File: src/rtl/fmul_float_issue_queue.sv
// fmul_float_issue_queue
//   Operand issue queue and in-order tag tracker sitting in front of the
//   fmul_float pipeline. Operand pairs are buffered in a small FIFO and issued
//   under REQ/BUSY flow control; the tag of every issued pair is recorded and
//   re-attached to the matching result, which leaves through a registered stage.
//
// Ports
//   iCLOCK, iRESET (async, active-high), iRESET_SYNC (synchronous clear)
//   Requester : iREQ, oBUSY, iTAG, iDATA_A, iDATA_B
//   Multiplier: oMUL_REQ, iMUL_BUSY, oMUL_DATA_A, oMUL_DATA_B,
//               iMUL_VALID, oMUL_BUSY, iMUL_DATA
//   Consumer  : oVALID, iBUSY, oTAG, oDATA
//   Status    : oINFLIGHT (tag FIFO occupancy), oERR_UNDERFLOW (sticky)
//
// Build option
//   FMUL_ISSUE_BYPASS_EN : when defined, a pair offered to an empty operand FIFO
//   issues combinationally in the same cycle without being written.

module fmul_float_issue_queue #(
  parameter int DEPTH    = 4,
  parameter int TAG_W    = 4,
  parameter int INFLIGHT = 8
) (
  input  logic                          iCLOCK,
  input  logic                          iRESET,
  input  logic                          iRESET_SYNC,
  input  logic                          iREQ,
  output logic                          oBUSY,
  input  logic [TAG_W-1:0]              iTAG,
  input  logic [31:0]                   iDATA_A,
  input  logic [31:0]                   iDATA_B,
  output logic                          oMUL_REQ,
  input  logic                          iMUL_BUSY,
  output logic [31:0]                   oMUL_DATA_A,
  output logic [31:0]                   oMUL_DATA_B,
  input  logic                          iMUL_VALID,
  output logic                          oMUL_BUSY,
  input  logic [31:0]                   iMUL_DATA,
  output logic                          oVALID,
  input  logic                          iBUSY,
  output logic [TAG_W-1:0]              oTAG,
  output logic [31:0]                   oDATA,
  output logic [$clog2(INFLIGHT):0]     oINFLIGHT,
  output logic                          oERR_UNDERFLOW
);

  localparam int PW = $clog2(DEPTH);
  localparam int CW = $clog2(DEPTH) + 1;
  localparam int TW = $clog2(INFLIGHT);
  localparam int IW = $clog2(INFLIGHT) + 1;

  // Operand FIFO
  logic [TAG_W-1:0] op_tag [DEPTH];
  logic [31:0]      op_a   [DEPTH];
  logic [31:0]      op_b   [DEPTH];
  logic [PW-1:0]    op_wr, op_rd;
  logic [CW-1:0]    op_cnt;

  // Tag FIFO
  logic [TAG_W-1:0] tag_mem [INFLIGHT];
  logic [TW-1:0]    tag_wr, tag_rd;
  logic [IW-1:0]    inflight;

  logic             op_full, op_empty, room;
  logic             push, push_fifo, pop_fifo, issue;
  logic             res_stall, res_accept, capture, underflow;
  logic [TAG_W-1:0] head_tag;

  assign op_full   = (op_cnt == CW'(DEPTH));
  assign op_empty  = (op_cnt == '0);
  // Strict gating: a full tag FIFO blocks issue even if a tag pops this cycle.
  assign room      = (inflight < IW'(INFLIGHT));
  assign push      = iREQ && !op_full;

  always_comb begin
    oMUL_REQ    = 1'b0;
    oMUL_DATA_A = op_a[op_rd];
    oMUL_DATA_B = op_b[op_rd];
    head_tag    = op_tag[op_rd];
    issue       = 1'b0;
    push_fifo   = 1'b0;
    pop_fifo    = 1'b0;
`ifdef FMUL_ISSUE_BYPASS_EN
    // An empty FIFO exposes the live input as its head; if that pair issues
    // immediately it is never written.
    if (op_empty) begin
      oMUL_DATA_A = iDATA_A;
      oMUL_DATA_B = iDATA_B;
      head_tag    = iTAG;
    end
    oMUL_REQ  = (!op_empty || iREQ) && room;
    issue     = oMUL_REQ && !iMUL_BUSY;
    push_fifo = push && !(op_empty && issue);
    pop_fifo  = issue && !op_empty;
`else
    oMUL_REQ  = !op_empty && room;
    issue     = oMUL_REQ && !iMUL_BUSY;
    push_fifo = push;
    pop_fifo  = issue;
`endif
  end

  assign oBUSY      = op_full;
  assign res_stall  = oVALID && iBUSY;
  assign oMUL_BUSY  = res_stall;
  assign res_accept = iMUL_VALID && !res_stall;
  assign capture    = res_accept && (inflight != '0);
  assign underflow  = res_accept && (inflight == '0);
  assign oINFLIGHT  = inflight;

  always_ff @(posedge iCLOCK or posedge iRESET) begin
    if (iRESET) begin
      for (int unsigned i = 0; i < DEPTH; i++) begin
        op_tag[i] <= '0;
        op_a[i]   <= '0;
        op_b[i]   <= '0;
      end
      for (int unsigned i = 0; i < INFLIGHT; i++) tag_mem[i] <= '0;
      op_wr          <= '0;
      op_rd          <= '0;
      op_cnt         <= '0;
      tag_wr         <= '0;
      tag_rd         <= '0;
      inflight       <= '0;
      oVALID         <= 1'b0;
      oTAG           <= '0;
      oDATA          <= '0;
      oERR_UNDERFLOW <= 1'b0;
    end else if (iRESET_SYNC) begin
      for (int unsigned i = 0; i < DEPTH; i++) begin
        op_tag[i] <= '0;
        op_a[i]   <= '0;
        op_b[i]   <= '0;
      end
      for (int unsigned i = 0; i < INFLIGHT; i++) tag_mem[i] <= '0;
      op_wr          <= '0;
      op_rd          <= '0;
      op_cnt         <= '0;
      tag_wr         <= '0;
      tag_rd         <= '0;
      inflight       <= '0;
      oVALID         <= 1'b0;
      oTAG           <= '0;
      oDATA          <= '0;
      oERR_UNDERFLOW <= 1'b0;
    end else begin
      if (push_fifo) begin
        op_tag[op_wr] <= iTAG;
        op_a[op_wr]   <= iDATA_A;
        op_b[op_wr]   <= iDATA_B;
        op_wr         <= op_wr + 1'b1;
      end
      if (pop_fifo) op_rd <= op_rd + 1'b1;
      case ({push_fifo, pop_fifo})
        2'b10:   op_cnt <= op_cnt + 1'b1;
        2'b01:   op_cnt <= op_cnt - 1'b1;
        default: op_cnt <= op_cnt;
      endcase

      if (issue) begin
        tag_mem[tag_wr] <= head_tag;
        tag_wr          <= tag_wr + 1'b1;
      end
      if (capture) tag_rd <= tag_rd + 1'b1;
      case ({issue, capture})
        2'b10:   inflight <= inflight + 1'b1;
        2'b01:   inflight <= inflight - 1'b1;
        default: inflight <= inflight;
      endcase

      if (capture) begin
        oDATA  <= iMUL_DATA;
        oTAG   <= tag_mem[tag_rd];
        oVALID <= 1'b1;
      end else if (oVALID && !iBUSY) begin
        oVALID <= 1'b0;
      end

      if (underflow) oERR_UNDERFLOW <= 1'b1;
    end
  end

endmodule

File: config.mk
export PLATFORM = sky130hd
export DESIGN_NAME = fmul_float_issue_queue
export DESIGN_NICKNAME = d
export VERILOG_FILES = /design/src/rtl/fmul_float_issue_queue.sv
export SDC_FILE = /design/constraint.sdc
export NUM_CORES = 1
export LEC_CHECK = 0
export ABC_AREA = 1
export BUFFER_PORTS_ARGS = -buffer_cell sky130_fd_sc_hd__buf_2
export CAP_MARGIN = 20
export CELL_PAD_IN_SITES_DETAIL_PLACEMENT = 0
export CELL_PAD_IN_SITES_GLOBAL_PLACEMENT = 1
export CORE_ASPECT_RATIO = 1.75
export CORE_UTILIZATION = 47
export DETAILED_ROUTE_END_ITERATION = 10
export PLACE_DENSITY = 0.85
export REMOVE_ABC_BUFFERS = 1
export SLEW_MARGIN = 20
export SYNTH_ARGS = -nofsm -noshare
export SYNTH_HDL_FRONTEND = slang
export SYNTH_SLANG_ARGS = --single-unit
export TNS_END_PERCENT = 1
File: constraint.sdc
create_clock -name iCLOCK -period 27.3 [get_ports iCLOCK]
set_input_delay 8.19 -clock iCLOCK [delete_from_list [all_inputs] [get_ports iCLOCK]]
set_output_delay 8.19 -clock iCLOCK [all_outputs]
set_load 0.1 [all_outputs]
# ---- Word-level counts from Yosys, hierarchy flattened
# Index checks and enable logic that the tools add are counted.
# Widths: inputs -> output; s select.
dict set report word_totals {
  mem_bits_ro 0
  regBits 359
  in_bits 107
  memories 0
  latch_bits 0
  output_inout_bits 109
  word_cells 130
  ramBits 0
}
dict set report op_classes {
  n_eq_ne 5
  muxes 51
  n_mul 0
  add_sub_neg 8
  n_bitwise 4
  n_div 0
  order_cmp 7
  n_shift 0
  reduce_logical 25
}
# cell n
set ops {}
lappend ops {{$mux 128} 4}
lappend ops {{$mux 32} 9}
lappend ops {{$bwmux 128} 2}
lappend ops {{$bmux 32 s2} 2}
lappend ops {{$demux 32 s2} 1}
lappend ops {{$mux 4} 9}
lappend ops {{$bwmux 32} 1}
lappend ops {{$mux 16} 2}
lappend ops {{$bwmux 16} 1}
lappend ops {{$mux 3} 5}
lappend ops {{$bmux 4 s3} 1}
lappend ops {{$demux 4 s3} 1}
lappend ops {{$logic_and 1x1->1} 10}
lappend ops {{$add 3x1->3 const B} 3}
lappend ops {{$reduce_bool 3->1} 3}
lappend ops {{$bmux 4 s2} 1}
lappend ops {{$demux 4 s2} 1}
lappend ops {{$ge 4x4->1 const B} 2}
lappend ops {{$mux 2} 4}
lappend ops {{$not 3->4} 2}
lappend ops {{$pmux 4 s2} 1}
lappend ops {{$reduce_bool 2->1} 4}
lappend ops {{$ge 3x3->1 const B} 2}
lappend ops {{$not 2->3} 2}
lappend ops {{other kinds (16)} 27}

# ---- Logic depth before layout (Yosys ltp)
# Gate-level depths: netlist of run 1.
dict set report logic_depth {
  word_depth 8
  depth_mapped 13
}

# ---- Worst setup path after synthesis of run 1
# Ideal clock, no wire load.
dict set report synth_timing {
  path_kind {input to output}
  start {input port iBUSY}
  end {output port oMUL_BUSY}
  required_time_ns 19.110
  path_buffers 0
  path_stages 2
  slack_ns 10.210
  arrival_time_ns 8.900
  path_cell_list {nand2_1 -> inv_1}
}
dict set report synth_via {
  elab_chain_len 1
}
# element line_no
set synth_rtl {}
lappend synth_rtl {{start: declaration} 40} ;# input logic iBUSY,
lappend synth_rtl {{$logic_and 1x1->1} 104} ;# assign res_stall = oVALID && iBUSY;
lappend synth_rtl {{end: declaration} 37} ;# output logic oMUL_BUSY,
# No other way between the ends.

# ---- Worst setup path after layout of run 1
# Same ends and word-level chain as after synthesis.

==> flow_summary_export.csv, run 1 <==
group,metric,value,unit
timing,final_max_slew_viol_count,0,
timing,rsz0062_at_grt,"no",
global_routing,antenna_found_initial,0,
worst_setup_path,start_kind,"primary input",
finish,final_cell_mix,"o21ai_0, dfrtp_1, nand3_1, buf_2, nand2_1",
timing,worstMarginPinSlew,1000,ps
route,drt_pass1_iterations,5,
synth,ys.flop_type,"dfrtp_1",
cts,cts-root-buf,"clkbuf_16",
cts,numCtsBuffers,35,
worst_setup_path,crit_family,"buffers and inverters",
finish,drive_gt1_share,17.1,%
synth,yosysWarningCount,0,
placement,finalWeightedCongestion,0.805,
global_routing,grt_pass1_wl,72.8,mm
timing,clock-skew-final,20.1,ps
timing,period_share,62.3,%
run,cap_violations,0,
cts,cts.path.max_buffers,3,
worst_setup_path,crit_end,"oMUL_BUSY",
outcome,outcome,"finished, final reports clean",
pwr,ir_drop,0.0723,mV
placement,portBuffers,215,
worst_setup_path,reg2regPathDepth,8,
cts,postCtsHoldBufs,0,
route,num_vias,13900,
finish,nets,2057,
floorplanning,row_count,90,
cts,ctsResizeCount,0,
pwr,power.leakage,8.93,nW
route,via_per_inst,5.75,
finish,seq_area,8990,µm²
finish,diodes,0,
global_routing,first_global_vias,13800,
floorplanning,fp.dieH,249,µm
route,wl,45.2,mm
global_routing,grt_max_degree,154,
worst_setup_path,critical_path_required,19110,ps
floorplanning,chipWidth,143,µm
worst_setup_path,worstPathArrival,8820,ps
cts,path_clk_slew,60,ps
worst_setup_path,crit_path_max_fanout,4,
synth,ys_types,37,
timing,slew_headroom,33.0,%
floorplanning,die_area,35500,µm²
global_routing,grt.met3_usage,3.20,%
finish,utilization,53.8,%
route,dr.first_iter.drc_count,945,
pwr,finalPower,1.96,mW
worst_setup_path,r2r-start,"op_rd[1]$_DFFE_PP0P_",
min_path,hold_path_class,"reg -> reg",
worst_setup_path,worstReg2RegEnd,"tag_mem[16]$_DFFE_PP0P_",
finish,multi_input_area,6010,µm²
cts,cts_tree,"yes",
timing,setup_tns,0,ps
global_routing,grt_busiest_layer,"met2",
global_routing,use_met1,32.0,%
floorplanning,initial_core_util,47.6,%
synth,syn_inst,1820,
worst_setup_path,path_depth,4,
route,drc_errors,0,
timing,max_freq,58.8,MHz
synth,async_flop_share,100,%
cts,htree_num_levels,2,
timing,fin_crit,17010,ps
route,ant_nets,0,
worst_setup_path,crit_path_end_kind,"primary output",
global_routing,overflow,0,
synth,synth_seq_cells,359,
global_routing,grtUsageTotal,26.0,%
synth,syn_area_per_cell,8.98,µm²
timing,finalSetupViolCount,0,
synth,synth-edff-count,0,
pwr,powerDensity,106,nW/µm²
worst_setup_path,slowest_delay,410,ps
worst_setup_path,r2r_slack,24440,ps
synth,yosysSeqAreaShare,55.0,%
finish,area_growth,13.0,%
route,wire_per_inst,18.6,µm
worst_setup_path,cp-startpoint,"iBUSY",
cts,insertion_delay,530,ps
floorplanning,ios,216,
cts,cts.sinks,359,
global_routing,met2_usage,46.1,%
worst_setup_path,crit_path_top_delay_cell,"buf_2",
finish,final_common_cell,"o21ai_0",
worst_setup_path,cp_common_cell,"buf_2",
placement,dp_hpwl,25.7,mm
worst_setup_path,path_buf_inv,3,
cts,cts_setup_buffers,0,
worst_setup_path,crit_type,"in -> out",
worst_setup_path,path_cells,"buf_2, nand2_1, inv_1, buf_2",
floorplanning,core,34300,µm²
timing,hold_viol_final,0,
finish,nFillCells,3225,
synth,syn_area,16300,µm²
power breakdown:
group          internal [mW]  total [mW]  switching (mW)  leakage, nW
Sequential             0.581       0.621          0.0400         4.94
Clock                  0.268       0.474           0.206        0.537
Combinational          0.137       0.861           0.724         3.46
tightest hold or removal path, stage by stage, from the launching register on:
cell and delay, ps:
dfrtp_1 340, nand3_1 70, o21ai_0 60
cells by family (layout without fill, tap and decap cells):
| family | after synthesis | after routing | share of synthesized area [%] |
|---|---|---|---|
| buffers and inverters | 301 | 445 | 8.20 |
| XOR/XNOR | 2 | 2 | 0.107 |
| adder cells (fa/ha/maj) | 9 | 9 | 0.735 |
| flip-flops | 359 | 359 | 55.0 |
| AO/OA/AOI/OAI | 601 | 601 | 20.0 |
| AND/OR/NAND/NOR | 548 | 548 | 16.0 |
synthesized netlist by cell type, types with 2 or more instances:
cell type	instances	area [µm²]
nand4_1	3	18.8
buf_4	7	52.6
nand4_4	3	63.8
o22ai_2	20	250
o21a_1	2	15.0
buf_2	49	245
buf_6	16	180
nor2_2	3	18.8
inv_2	6	22.5
clkbuf_1	70	263
nand2_2	2	12.5
nand3_2	6	60.1
nand2_1	150	563
o21ai_1	11	55.1
dfrtp_1	359	8980
o211ai_1	4	30.0
ha_1	8	100
a21oi_1	123	616
o21ai_0	371	1860
nand3_1	302	1510
nand2_4	3	33.8
nor2_1	72	270
inv_1	148	556
buf_1	3	11.3
clkbuf_2	2	10.0
o22ai_1	66	413
through the flow:
step                cell area, µm²  std cells  hold WS, ps  setup slack (ps)
floorplan                    15600       1673          473              9150
global placement             17400       2364          478             10280
detailed placement           17400       2364          490             10290
CTS                          18500       2424          508             10290
global route                 18500       2424          526             10230
finish                       18500       2424          504             10290
layout make-up:
class                      instances  area share (%)
multi-input combinational       1160            32.6
inverter                         154            3.23
sequential                       359            48.7
timing repair buffer             231            6.50
clock inverter                     9           0.427
tap                              460            3.12
clock buffer                      51            5.50
flip-flops by register name, summed over array words and instances (netlist names):
signal,cells
tag_rd,3
oVALID,1
oTAG,4
tag_mem,32
op_rd,2
op_b,128
op_wr,2
oERR_UNDERFLOW,1
op_tag,16
oDATA,32
oINFLIGHT,4
tag_wr,3
op_a,128
op_cnt,3
per-layer routing:
metal,vias to the layer above,part of all wire (%)
li1,6492,-
met1,6924,41
met2,442,52
met3,87,4.9
met4,0,3.0
met5,-,0
worst min-delay path by stage:
stage / start / end / slack [ps] / cells past startpoint
6_report: op_b[85]$_DFFE_PP0P_ / op_b[85]$_DFFE_PP0P_ / 500 / 2
5_1_grt: oERR_UNDERFLOW$_DFFE_PP0P_ / oERR_UNDERFLOW$_DFFE_PP0P_ / 530 / 2
4_1_cts: op_b[59]$_DFFE_PP0P_ / op_b[59]$_DFFE_PP0P_ / 510 / 2
3_5_place_dp: oDATA[0]$_DFFE_PP0P_ / oDATA[0]$_DFFE_PP0P_ / 490 / 2
3_3_place_gp: oERR_UNDERFLOW$_DFFE_PP0P_ / oERR_UNDERFLOW$_DFFE_PP0P_ / 480 / 2
2_1_floorplan: op_b[35]$_DFFE_PP0P_ / op_b[35]$_DFFE_PP0P_ / 470 / 2
Note: power is estimated with default switching activity, not from simulation.
==> inputs of run 2 (changes only) <==
- CORE_UTILIZATION: 47 -> 44
- PLACE_DENSITY: 0.85 -> 0.81
- clock period: 27.3 -> 17.3 ns (I/O delays scaled with it)
==> run 2 against run 1 <==
Net effect: clock power is 72% higher; total power up 62%; final cell count rose by 0.74%; sequential power rose by 59%; clock skew down 4.9 ps; worst setup slack got worse by 4000 ps; via count fell by 0.58%.
==> flow_summary_export.csv, run 2 (synthesis results as in run 1) <==
group,metric,value,unit
outcome,outcome,"finished, final reports clean",
worst_setup_path,worstReg2RegEnd,"tag_mem[28]$_DFFE_PP0P_",
pwr,power.leakage,9.03,nW
worst_setup_path,crit_path_end_kind,"primary output",
cts,path_clk_slew,60,ps
cts,insertion_delay,530,ps
finish,layout.cells.non_filler,2442,
finish,nets,2057,
min_path,hold_path_depth,2,
placement,placedCellCount,2379,
worst_setup_path,start_kind,"primary input",
cts,ctsResizeCount,0,
worst_setup_path,critical_path_required,12110,ps
route,drt_pass1_iterations,7,
worst_setup_path,slowest_delay,420,ps
worst_setup_path,cp-startpoint,"iBUSY",
timing,max_freq,90.7,MHz
finish,final_common_cell,"o21ai_0",
pwr,intPower,1.62,mW
finish,final_cell_mix,"o21ai_0, dfrtp_1, nand3_1, buf_2, nand2_1",
floorplanning,core,36700,µm²
cts,numCtsBuffers,35,
timing,worstMarginPinSlew,1070,ps
route,num_vias,13900,
pwr,p_comb_share,42.9,%
placement,dp_hpwl,25.7,mm
floorplanning,fp.dieH,257,µm
global_routing,antenna_found_initial,3,
worst_setup_path,cp_common_cell,"buf_2",
route,via_per_inst,5.68,
pwr,p_seq_share,31.3,%
cts,cts_tree,"yes",
route,ant_nets,0,
global_routing,grt_pass1_wl,74.5,mm
pwr,swShare,48.7,%
worst_setup_path,reg2regPathDepth,8,
floorplanning,ios,216,
cts,cts_setup_buffers,0,
min_path,hp-start,"op_b[77]$_DFFE_PP0P_",
floorplanning,die_area,37900,µm²
cts,cts-root-buf,"clkbuf_16",
route,wl,46.5,mm
route,drc_errors,0,
run,cap_violations,0,
finish,reg_top3,"op_a (128), op_b (128)",
timing,hold_viol_final,0,
finish,drive_gt1_share,17.4,%
cts,cts.sinks,359,
timing,clock-skew-final,15.1,ps
timing,setup_tns,0,ps
worst_setup_path,crit_family,"buffers and inverters",
global_routing,first_global_vias,13700,
cts,cts.path.max_buffers,3,
pwr,p_sw,1.54,mW
worst_setup_path,r2r_slack,14230,ps
global_routing,overflow,0,
worst_setup_path,worstPathArrival,5830,ps
finish,nFillCells,3551,
timing,slew_headroom,28.9,%
min_path,hold_path_class,"reg -> reg",
route,dr.first_iter.drc_count,808,
timing,final_max_slew_viol_count,0,
floorplanning,chipWidth,148,µm
route,wire_per_inst,19.1,µm
timing,period_share,63.7,%
global_routing,grtUsageTotal,24.7,%
timing,fin_ws,6280,ps
finish,utilization,50.9,%
pwr,clkPwrFrac,25.8,%
pwr,powerDensity,170,nW/µm²
placement,finalWeightedCongestion,0.809,
cts,postCtsHoldBufs,0,
cts,htree_num_levels,2,
worst_setup_path,crit_type,"in -> out",
timing,fin_crit,11020,ps
timing,rsz0062_at_grt,"no",
finish,area_growth,14.1,%
worst_setup_path,crit_path_max_fanout,4,
pwr,ir_drop,0.104,mV
worst_setup_path,path_cells,"buf_2, nand2_1, inv_1, buf_2",
placement,portBuffers,215,
min_path,min_to,"op_b[77]$_DFFE_PP0P_",
placement,pre_cts_slack,6270,ps
global_routing,grt_max_degree,169,
timing,finalSetupViolCount,0,
worst_setup_path,r2r-start,"op_rd[1]$_DFFE_PP0P_",
floorplanning,initial_core_util,44.6,%
worst_setup_path,path_buf_inv,3,
floorplanning,row_count,93,
worst_setup_path,crit_path_top_delay_cell,"buf_2",
[run 2: cell count changes in the layout (fill, tap and decap cells not counted), sizes merged]
cell | previous run | this run
clkinv | 6 | 9
bufinv | 1 | 3
clkinvlp | 2 | 0
clkbuf | 51 | 50
diode | 0 | 1
[run 2: area by class of cell]
class / count / area, µm² / share of cell area [%]
Antenna cell: 1 / 2.50 / 0.0134
Clock buffer: 50 / 1090 / 5.87
Clock inverter: 12 / 139 / 0.745
Inverter: 154 / 599 / 3.22
Multi-Input combinational cell: 1160 / 6010 / 32.3
Sequential cell: 359 / 8990 / 48.2
Tap cell: 475 / 594 / 3.19
Timing Repair Buffer: 231 / 1210 / 6.48
[run 2: worst min-delay path, stage by stage, from the launching register on]
cell and delay (ps):
dfrtp_1 340, nand3_1 60, o21ai_0 70
[run 2: stage by stage]
stage | power, mW | hold WS, ps | instance area [µm²]
2_1_floorplan | 2.06 | 473 | 15600
3_3_place_gp | 2.35 | 479 | 17400
3_5_place_dp | 2.36 | 490 | 17400
4_1_cts | 3.18 | 509 | 18600
5_1_grt | 3.29 | 523 | 18600
6_report | 3.16 | 506 | 18600
[run 2: how the worst max path moves through the flow]
stage                            to  depth (start not counted)
2_1_floorplan  oDATA[0]$_DFFE_PP0P_                          1
3_3_place_gp              oMUL_BUSY                          4
3_5_place_dp              oMUL_BUSY                          4
4_1_cts                   oMUL_BUSY                          4
5_1_grt                   oMUL_BUSY                          4
6_report                  oMUL_BUSY                          4
[run 2: routing by layer]
layer  global-route usage (%)  routed length (µm)  vias up
li1                         -                   -     6489
met1                     30.3               18800     6871
met2                     44.1               24000      416
met3                     3.26                2250       84
met4                     9.14                1460        4
met5                        0                  24        -
[run 2: power by group through the flow]
| stage | registers [mW] | logic [mW] | clock network, mW |
|---|---|---|---|
| detailed placement | 1.00 | 1.36 | 0 |
| CTS | 0.987 | 1.36 | 0.834 |
| global placement | 1.00 | 1.35 | 0 |
| global route | 0.999 | 1.43 | 0.863 |
| floorplan | 1.15 | 0.910 | 0 |
| finish | 0.988 | 1.36 | 0.816 |
==> inputs of run 3 (changes only) <==
- ABC_AREA: 1 -> 0
- CORE_UTILIZATION: 44 -> 43
- PLACE_DENSITY: 0.81 -> 0.78
- clock period: 17.3 -> 9.7 ns (I/O delays scaled with it)
==> run 3 against run 2 <==
Net effect: final area shrank 4.1%; first-iteration DRC count is 38% lower; non-clock buffer count is 2 lower; flip-flop and latch count stayed put; critical path depth decreased by 1; worst setup slack got worse by 3000 ps; clock skew increased by 2.7 ps; synthesized cell count fell by 40%; register-to-register slack got worse by 7100 ps.
==> flow_summary_export.csv, run 3 <==
group,metric,value,unit
timing,finalSetupViolCount,0,
route,ant_nets,0,
synth,ys_types,48,
cts,cts.path.max_buffers,3,
timing,hold_viol_final,0,
floorplanning,row_count,91,
route,wl,38.7,mm
synth,yosysTopAreaCell,"dfrtp_1",
synth,synth-simple-area-share,4.66,%
cts,htree_num_levels,2,
synth,synth.mux.area_fraction,13.7,%
global_routing,antenna_found_initial,6,
worst_setup_path,critical_path_required,6790,ps
synth,synth_compound_area_share,18.1,%
finish,final_cell_mix,"dfrtp_1, a22o_1, buf_2, mux4_2, nand2_1",
route,dr.first_iter.drc_count,501,
global_routing,grt_max_degree,175,
floorplanning,die_area,36500,µm²
cts,cts-root-buf,"clkbuf_16",
finish,reg_top3,"op_a (128), op_b (128)",
placement,pre_cts_slack,3220,ps
cts,postCtsHoldBufs,0,
timing,worstMarginPinSlew,1000,ps
timing,rsz0062_at_grt,"no",
cts,ctsResizeCount,0,
floorplanning,core,35200,µm²
timing,max_freq,154,MHz
global_routing,grt_pass1_wl,61.8,mm
finish,design_area,17900,µm²
floorplanning,fp.dieH,252,µm
floorplanning,chipWidth,145,µm
global_routing,grtUsageTotal,22.0,%
worst_setup_path,crit_type,"in -> out",
synth,async_flop_share,100,%
finish,area_growth,16.4,%
global_routing,first_global_vias,10900,
placement,portBuffers,215,
synth,synth.most_common_cell,"dfrtp_1",
synth,synth-edff-count,0,
synth,syn_area_per_cell,14.0,µm²
route,wire_per_inst,22.1,µm
synth,yosysWarningCount,0,
pwr,ir_drop,0.186,mV
cts,cts_tree,"yes",
pwr,power.leakage,8.60,nW
cts,insertion_delay,540,ps
placement,finalWeightedCongestion,0.731,
outcome,outcome,"finished, final reports clean",
synth,synth_fa_ha_area_share,0.783,%
cts,cts_setup_buffers,0,
worst_setup_path,start_kind,"primary input",
route,num_vias,10300,
synth,syn_inst,1096,
placement,dp_hpwl,21.5,mm
synth,synth_seq_cells,359,
synth,synth_top_area_share,58.5,%
cts,numCtsBuffers,35,
cts,cts.sinks,359,
synth,synth_area_leaders,"dfrtp_1, a22o_1, mux4_2",
synth,yosysSeqAreaShare,58.5,%
worst_setup_path,worstPathArrival,3560,ps
timing,clock-skew-final,17.8,ps
route,via_per_inst,5.88,
finish,nets,1376,
global_routing,overflow,0,
timing,period_share,66.7,%
synth,ys.flop_type,"dfrtp_1",
pwr,powerDensity,282,nW/µm²
route,drc_errors,0,
synth,synth_top_family_by_area,"compound AO/OA/AOI/OAI gates",
worst_setup_path,crit_path_max_fanout,3,
finish,final_common_cell,"dfrtp_1",
synth,synthXorXnorAreaFrac,0.457,%
timing,slew_headroom,33.2,%
timing,fin_crit,6470,ps
route,drt_pass1_iterations,5,
synth,synthTopCellsByCount,"dfrtp_1, a22o_1, mux4_2, nand2_1, nor2_1",
floorplanning,ios,216,
min_path,hold_path_class,"reg -> reg",
synth,syn_area,15300,µm²
pwr,finalPower,5.03,mW
run,cap_violations,0,
cts,path_clk_slew,60,ps
timing,fin_ws,3230,ps
finish,drive_gt1_share,30.0,%
placement,placed_area,16600,µm²
worst_setup_path,crit_path_end_kind,"primary output",
floorplanning,initial_core_util,43.6,%
timing,final_max_slew_viol_count,0,
## run 3: cell count changes after synthesis, sizes merged, moves of 83 or more
cell and change:
inv -145, o22ai -85, o21ai -378, a22o +271, nand3 -304, nand2 -87, a21oi -83
## run 3: final timing paths
kind                       depth (start not counted)                     start  slack (ps)                       end
max                                                3                     iBUSY        3230                 oMUL_BUSY
min                                                1      op_b[58]$_DFFE_PP0P_         500      op_b[58]$_DFFE_PP0P_
max reg2reg                                        8  oINFLIGHT[0]$_DFFE_PP0P_        7130  oINFLIGHT[3]$_DFFE_PP0P_
min reg2reg                                        1      op_b[58]$_DFFE_PP0P_         500      op_b[58]$_DFFE_PP0P_
max in group asynchronous                          3                    iRESET        5730      op_b[21]$_DFFE_PP0P_
min in group asynchronous                          2                    iRESET        2540     op_a[119]$_DFFE_PP0P_
## run 3: cell families (layout without fill, tap and decap cells)
logic type	after synthesis	after routing
AOI/OAI and AO/OA	338	338
xor gates and xnor gates	8	8
adders and majority gates	9	9
buffers and inverters	111	302
DFF	359	359
muxes	115	115
other	0	3
and+or+nand+nor	156	156
## run 3: final cells by class
| cell class | count | area (µm²) |
|---|---|---|
| repair buffers | 229 | 1220 |
| well taps | 465 | 582 |
| diodes | 3 | 7.51 |
| clock inverters | 10 | 115 |
| inverters | 9 | 41.3 |
| multi-input cells | 626 | 5830 |
| flip-flops and latches | 359 | 8990 |
| clock buffers | 54 | 1080 |
| fillers | 3034 | 17300 |
## run 3: critical path: stages
cell and delay, ps:
buf_2 90, and2_1 130, buf_2 430
## run 3: power breakdown
| group | switching (mW) | internal, mW | total [mW] | leakage, nW |
|---|---|---|---|---|
| Combinational | 1.39 | 0.417 | 1.80 | 3.06 |
| Clock | 0.597 | 0.824 | 1.42 | 0.594 |
| Sequential | 0.144 | 1.66 | 1.81 | 4.94 |
## run 3: layer usage
metal	GRT usage [%]	up-vias	part of all wire (%)
li1	-	4504	-
met1	27.7	5415	41
met2	37.4	333	51
met3	4.21	63	5.7
met4	7.79	2	2.6
met5	0	-	0.034
## run 3: per-stage QoR
step                 TNS, ps  std cells  hold slack (ps)  utilization, %
global route               0       1755              513            50.8
finish                     0       1755              501            50.8
detailed placement         0       1687              485            47.3
global placement           0       1687              480            47.3
floorplan           -1138750        994              468               -
CTS                        0       1751              504            50.7
